<file path="src/rtl/bin_pixel_front.sv">
// rtl/bin_pixel_front.sv - RGB565 stream to binary pixels with x/y coordinates and end-of-frame summary
module bin_pixel_front #(
  parameter logic       INVERT = 1'b0,
  parameter logic [9:0] X_MAX  = 10'd1023,
  parameter logic [9:0] Y_MAX  = 10'd1023
) (
  input  logic        clk,
  input  logic        rst,
  input  logic        vs_in,
  input  logic        de_in,
  input  logic [15:0] rgb_in,
  input  logic [7:0]  thresh,
  output logic        data_out,
  output logic        de_out,
  output logic [9:0]  x_out,
  output logic [9:0]  y_out,
  output logic        eof,
  output logic [9:0]  last_x,
  output logic [9:0]  last_y
);

  // front-end state: sync/enable history, counters, frame bookkeeping
  logic       vs_d_q, de_d_q;
  logic [9:0] x_cnt_q, x_cnt_d;
  logic [9:0] y_cnt_q, y_cnt_d;
  logic       first_q, first_d;
  logic [7:0] thresh_lat_q, thresh_lat_d;
  logic [9:0] trk_x_q, trk_x_d, trk_y_q, trk_y_d;
  logic [9:0] snap_x_q, snap_x_d, snap_y_q, snap_y_d;

  // stage 1
  logic        s1_de_q, s1_eof_q;
  logic [9:0]  s1_x_q, s1_y_q;
  logic [15:0] s1_pr_q, s1_pg_q, s1_pb_q;

  // stage 2 / outputs
  logic       data_q, de_q, eof_q;
  logic [9:0] x_q, y_q, last_x_q, last_y_q;

  logic        vs_rise, de_fall;
  logic [9:0]  x_base, y_base;
  logic [7:0]  r8, g8, b8;
  logic [15:0] prod_r, prod_g, prod_b;
  logic [17:0] sum;
  logic        ge, hit;

  // edge detection, counter next-state and frame bookkeeping
  always_comb begin
    vs_rise = vs_in & ~vs_d_q;
    de_fall = de_d_q & ~de_in;
    // a frame start clears the counters before the pixel in the same cycle uses them
    x_base  = vs_rise ? 10'd0 : x_cnt_q;
    y_base  = vs_rise ? 10'd0 : y_cnt_q;

    x_cnt_d = x_base;
    if (de_in) begin
      x_cnt_d = (x_base >= X_MAX) ? X_MAX : x_base + 10'd1;
    end else if (de_fall) begin
      x_cnt_d = 10'd0;
    end

    y_cnt_d = y_base;
    if (de_fall && !vs_rise) begin
      y_cnt_d = (y_cnt_q >= Y_MAX) ? Y_MAX : y_cnt_q + 10'd1;
    end

    first_d      = vs_rise ? 1'b0 : first_q;
    thresh_lat_d = vs_rise ? thresh : thresh_lat_q;

    // tracker restarts each frame so an empty frame reports 0,0
    trk_x_d = vs_rise ? 10'd0 : (de_in ? x_cnt_q : trk_x_q);
    trk_y_d = vs_rise ? 10'd0 : (de_in ? y_cnt_q : trk_y_q);

    // previous frame's last pixel, held until eof reaches the output stage
    snap_x_d = vs_rise ? trk_x_q : snap_x_q;
    snap_y_d = vs_rise ? trk_y_q : snap_y_q;
  end

  // channel expansion and weighted luma products
  always_comb begin
    r8     = {rgb_in[15:11], rgb_in[15:13]};
    g8     = {rgb_in[10:5], rgb_in[10:9]};
    b8     = {rgb_in[4:0], rgb_in[4:2]};
    prod_r = 16'd77  * {8'd0, r8};
    prod_g = 16'd150 * {8'd0, g8};
    prod_b = 16'd29  * {8'd0, b8};
  end

  // luma sum and threshold decision; sum never exceeds 65280, so
  // sum[15:8] >= t is the same test as sum >= t*256
  always_comb begin
    sum = {2'b00, s1_pr_q} + {2'b00, s1_pg_q} + {2'b00, s1_pb_q};
    ge  = (sum >= {2'b00, thresh_lat_q, 8'h00});
    hit = INVERT ? ~ge : ge;
  end

  // front-end registers
  always_ff @(posedge clk) begin
    if (rst) begin
      vs_d_q       <= 1'b0;
      de_d_q       <= 1'b0;
      x_cnt_q      <= '0;
      y_cnt_q      <= '0;
      first_q      <= 1'b1;
      thresh_lat_q <= 8'd128;
      trk_x_q      <= '0;
      trk_y_q      <= '0;
      snap_x_q     <= '0;
      snap_y_q     <= '0;
    end else begin
      vs_d_q       <= vs_in;
      de_d_q       <= de_in;
      x_cnt_q      <= x_cnt_d;
      y_cnt_q      <= y_cnt_d;
      first_q      <= first_d;
      thresh_lat_q <= thresh_lat_d;
      trk_x_q      <= trk_x_d;
      trk_y_q      <= trk_y_d;
      snap_x_q     <= snap_x_d;
      snap_y_q     <= snap_y_d;
    end
  end

  // stage 1: products plus delayed enable, eof request and coordinates
  always_ff @(posedge clk) begin
    if (rst) begin
      s1_de_q  <= 1'b0;
      s1_eof_q <= 1'b0;
      s1_x_q   <= '0;
      s1_y_q   <= '0;
      s1_pr_q  <= '0;
      s1_pg_q  <= '0;
      s1_pb_q  <= '0;
    end else begin
      s1_de_q  <= de_in;
      s1_eof_q <= vs_rise & ~first_q;
      if (de_in) begin
        s1_x_q <= x_base;
        s1_y_q <= y_base;
      end
      s1_pr_q  <= prod_r;
      s1_pg_q  <= prod_g;
      s1_pb_q  <= prod_b;
    end
  end

  // stage 2: registered outputs, binary pixel gated by enable
  always_ff @(posedge clk) begin
    if (rst) begin
      de_q     <= 1'b0;
      data_q   <= 1'b0;
      x_q      <= '0;
      y_q      <= '0;
      eof_q    <= 1'b0;
      last_x_q <= '0;
      last_y_q <= '0;
    end else begin
      de_q   <= s1_de_q;
      data_q <= s1_de_q & hit;
      x_q    <= s1_x_q;
      y_q    <= s1_y_q;
      eof_q  <= s1_eof_q;
      if (s1_eof_q) begin
        last_x_q <= snap_x_q;
        last_y_q <= snap_y_q;
      end
    end
  end

  assign data_out = data_q;
  assign de_out   = de_q;
  assign x_out    = x_q;
  assign y_out    = y_q;
  assign eof      = eof_q;
  assign last_x   = last_x_q;
  assign last_y   = last_y_q;

endmodule

</file>
<file path="config.mk">
export PLATFORM = sky130hd
export DESIGN_NAME = bin_pixel_front
export DESIGN_NICKNAME = d
export VERILOG_FILES = /design/src/rtl/bin_pixel_front.sv
export SDC_FILE = /design/constraint.sdc
export NUM_CORES = 1
export LEC_CHECK = 0
export CORE_MARGIN = 4
export CORE_UTILIZATION = 28
export CTS_BUF_LIST = sky130_fd_sc_hd__clkbuf_2
export DETAILED_ROUTE_END_ITERATION = 6
export PLACE_DENSITY = 0.52
export SLEW_MARGIN = 10
export SYNTH_ARGS = -nofsm -noshare
export SYNTH_HDL_FRONTEND = slang
export SYNTH_SLANG_ARGS = --single-unit
</file>
<file path="constraint.sdc">
create_clock -name clk -period 3.6 [get_ports clk]
set_input_delay 0.36 -clock clk [delete_from_list [all_inputs] [get_ports clk]]
set_output_delay 0.36 -clock clk [all_outputs]
set_load 0.01 [all_outputs]
</file>
==> metrics.yaml <==
status:
  status: "finished, final reports clean"
sta:
  slew_headroom: 0.637
  max_clock_freq_mhz: 287
  setup_violations: 0
  clock_skew_ns: 0.0514
  rsz0062_at_grt: "true"
  drv_slew: 0
  worst_pin_slew_ns: 0.544
  fin_tns_setup_ns: 0
  post-route-period-util: 0.967
  timing.final.ws_setup_ns: 0.118
  fin_crit_ns: 3.48
  hold_violations: 0
critical_path:
  worst_setup_path_end_kind: "flop"
  reg2reg_slack_ns: 0.12
  setup.worst_path.class: "flop to flop"
  cp.arrival_ns: 4.10
  cp_max_fo: 3
  critical_path.startpoint_type: "flop"
  crit_required_ns: 4.22
drt:
  drt_drc_violations_left: 0
  final_antenna_net_count: 0
  drtPass1Iterations: 4
  routedWlPerCell_um: 12.9
  wl_mm: 21.5
  vias_per_cell: 4.40
  drt_iter0_markers: 250
  dr_total_vias: 7347
cts:
  post-cts-setup-buffers: 0
  cts.path.max_buffers: 2
  clock_latency_ns: 0.73
  cts_tree: "done"
  numCtsBuffers: 17
  cts.sinks: 178
  path_clk_slew_ns: 0.27
  htree_levels: 4
  root_buffer: "clkbuf_2"
logic_synthesis:
  synth_nets: 1265
  ys_warn_count: 0
  postSynthCellCount: 1075
  syn_area_per_cell_um2: 9.07
  synth_edf_count: 0
  synth-seq-area-share: 0.365
  synth_area_um2: 9750
  async_reset_ff_frac: 0
  ys_types: 55
  ys_ff_latch: 178
  synth_ff_type: "dfxtp_1"
final_layout:
  multiInputGateArea_um2: 5680
  nFillCells: 3602
  drive_gt1_frac: 0.107
  mostFrequentLayoutCells: "176 x dfxtp_1, 124 x ha_1, 123 x nand2_1"
  area_growth_pct: 20.2
  seqCellArea_um2: 3570
  layout_commonest_cell: "dfxtp_1"
  num-nets-final: 1390
power:
  pwr-share-seq: 0.362
  p_sw_frac: 0.389
  power.switching_w: 0.00237
  power_density_nw_per_um2: 521
  clock_power_share: 0.162
  p_leak_nw: 5.00
  p_int_w: 0.00373
  vdd_drop_max_uv: 292
  p_comb_frac: 0.476
floorplan:
  rows: 68
  die_x_um: 195
  die_h_um: 195
  core_um2: 34500
  dieArea_um2: 37900
  io_pins: 71
  start_util: 0.283
placed_design:
  numPortBuffers: 70
  place_hpwl_mm: 16.9
  place_congestion: 0.804
  dp_slack_ns: -0.298
global_routing:
  gr-usage-met2: 0.194
  grt_pass1_vias: 7358
  grt_antenna_before_repair: 1
  grt_max_degree: 57
  use_met1: 0.156
  grt.met3_usage: 0.0185
  grt_first_pass_wirelength_mm: 36.6
  grt-ovfl-total: 0
  top_usage_layer: "met2"
  grt_util_all_layers: 0.115
worst_hold_path:
  hold_path.class: "input pin to flop"
flow_run:
  drv_cap: 0
-- synth_stat cells, types with 22 or more instances --
master | n | share of area
ha_1 | 124 | 0.16
nand3_1 | 22 | 0.011
mux2i_1 | 28 | 0.029
dfxtp_1 | 178 | 0.37
a21oi_1 | 78 | 0.040
inv_1 | 98 | 0.038
fa_1 | 38 | 0.078
nor2_1 | 103 | 0.040
nand2_1 | 123 | 0.047
clkbuf_1 | 32 | 0.012
o21ai_0 | 29 | 0.015
nor2b_1 | 36 | 0.023
-- through the flow --
stage	hold slack [ns]	cell area (um^2)	cells	utilization	power [W]
2_1_floorplan	0.402	9750	1075	-	0.00425
3_3_place_gp	0.409	11400	1635	0.332	0.00508
3_5_place_dp	0.423	11400	1635	0.332	0.00511
4_1_cts	0.0789	11700	1668	0.340	0.00619
5_1_grt	0.0547	11700	1669	0.340	0.00669
6_report	0.186	11700	1669	0.340	0.00610
-- per-layer routing --
metal	share of wire	vias to the layer above
met4	0.011	0
met2	0.47	81
met5	0	-
met1	0.50	3370
li1	-	3877
met3	0.022	19
-- area by class of cell --
| type | instances | share of cell area |
|---|---|---|
| inverter | 98 | 0.0314 |
| multi-input combinational | 754 | 0.484 |
| clock inverter | 14 | 0.0122 |
| sequential | 178 | 0.304 |
| clock buffer | 18 | 0.00768 |
| tap | 455 | 0.0486 |
| antenna | 1 | 0.000213 |
| timing repair buffer | 151 | 0.112 |
-- logic make-up (layout without fill, tap and decap cells) --
family / count (synthesis) / in the layout / synth area share
other: 0 / 1 / 0
adders and majority gates: 162 / 162 / 0.237
and+or+nand+nor: 333 / 333 / 0.153
muxes: 28 / 28 / 0.0287
AOI/OAI and AO/OA: 195 / 195 / 0.127
buffers and inverters: 143 / 281 / 0.0570
DFF: 178 / 178 / 0.365
xor gates and xnor gates: 36 / 36 / 0.0323
-- what timing repair did --
item / in CTS / in global routing
gates resized for setup: 7 / 3
hold buffers: 1 / 0
cloned: 0 / 0
endpoints found under the setup margin: 1 / 1
hold endpoints to repair: 23 / 0
pin swaps: 3 / 2
-- power groups by stage --
stage               registers (W)  clock network [W]  logic, W
floorplan                 0.00222                  0   0.00203
global placement          0.00225                  0   0.00283
detailed placement        0.00225                  0   0.00286
CTS                       0.00222            0.00106   0.00291
global route              0.00223            0.00113   0.00333
finish                    0.00221           0.000990   0.00290
-- flip-flops by register name (all words and copies together) (netlist names), 10 cells and up --
name	flops
trk_x_q	10
snap_y_q	10
s1_pr_q	15
s1_pg_q	15
y_cnt_q	10
last_x	10
s1_y_q	10
x_cnt_q	10
x_out	10
snap_x_q	10
last_y	10
s1_pb_q	13
y_out	10
s1_x_q	10
trk_y_q	10
-- worst paths after layout --
check                                              from                           end  depth (start not counted)
worst max register to register    s1_pg_q[1]$_SDFF_PP0_           data_out$_SDFF_PP0_                         17
worst min-delay path                          thresh[4]  thresh_lat_q[4]$_SDFFE_PP0P_                          3
worst max-delay path              s1_pg_q[1]$_SDFF_PP0_           data_out$_SDFF_PP0_                         17
worst min register to register  trk_x_q[1]$_SDFFE_PP0P_      snap_x_q[1]$_SDFFE_PP0P_                          2
-- worst max-delay path: stages (launching register included) --
cell and delay (ns):
dfxtp_2 0.39, fa_1 0.51, ha_1 0.16, inv_1 0.06, fa_2 0.34, nand2b_4 0.15, a21oi_2 0.14, o211a_1 0.20
a311o_2 0.20, a21oi_4 0.06, xnor2_2 0.14, ha_1 0.32, a21oi_1 0.15, nor2b_1 0.06, o21ai_1 0.12, nand2_1 0.08
a311oi_2 0.20, o32ai_1 0.10
Note: power is estimated with default switching activity, not from simulation.
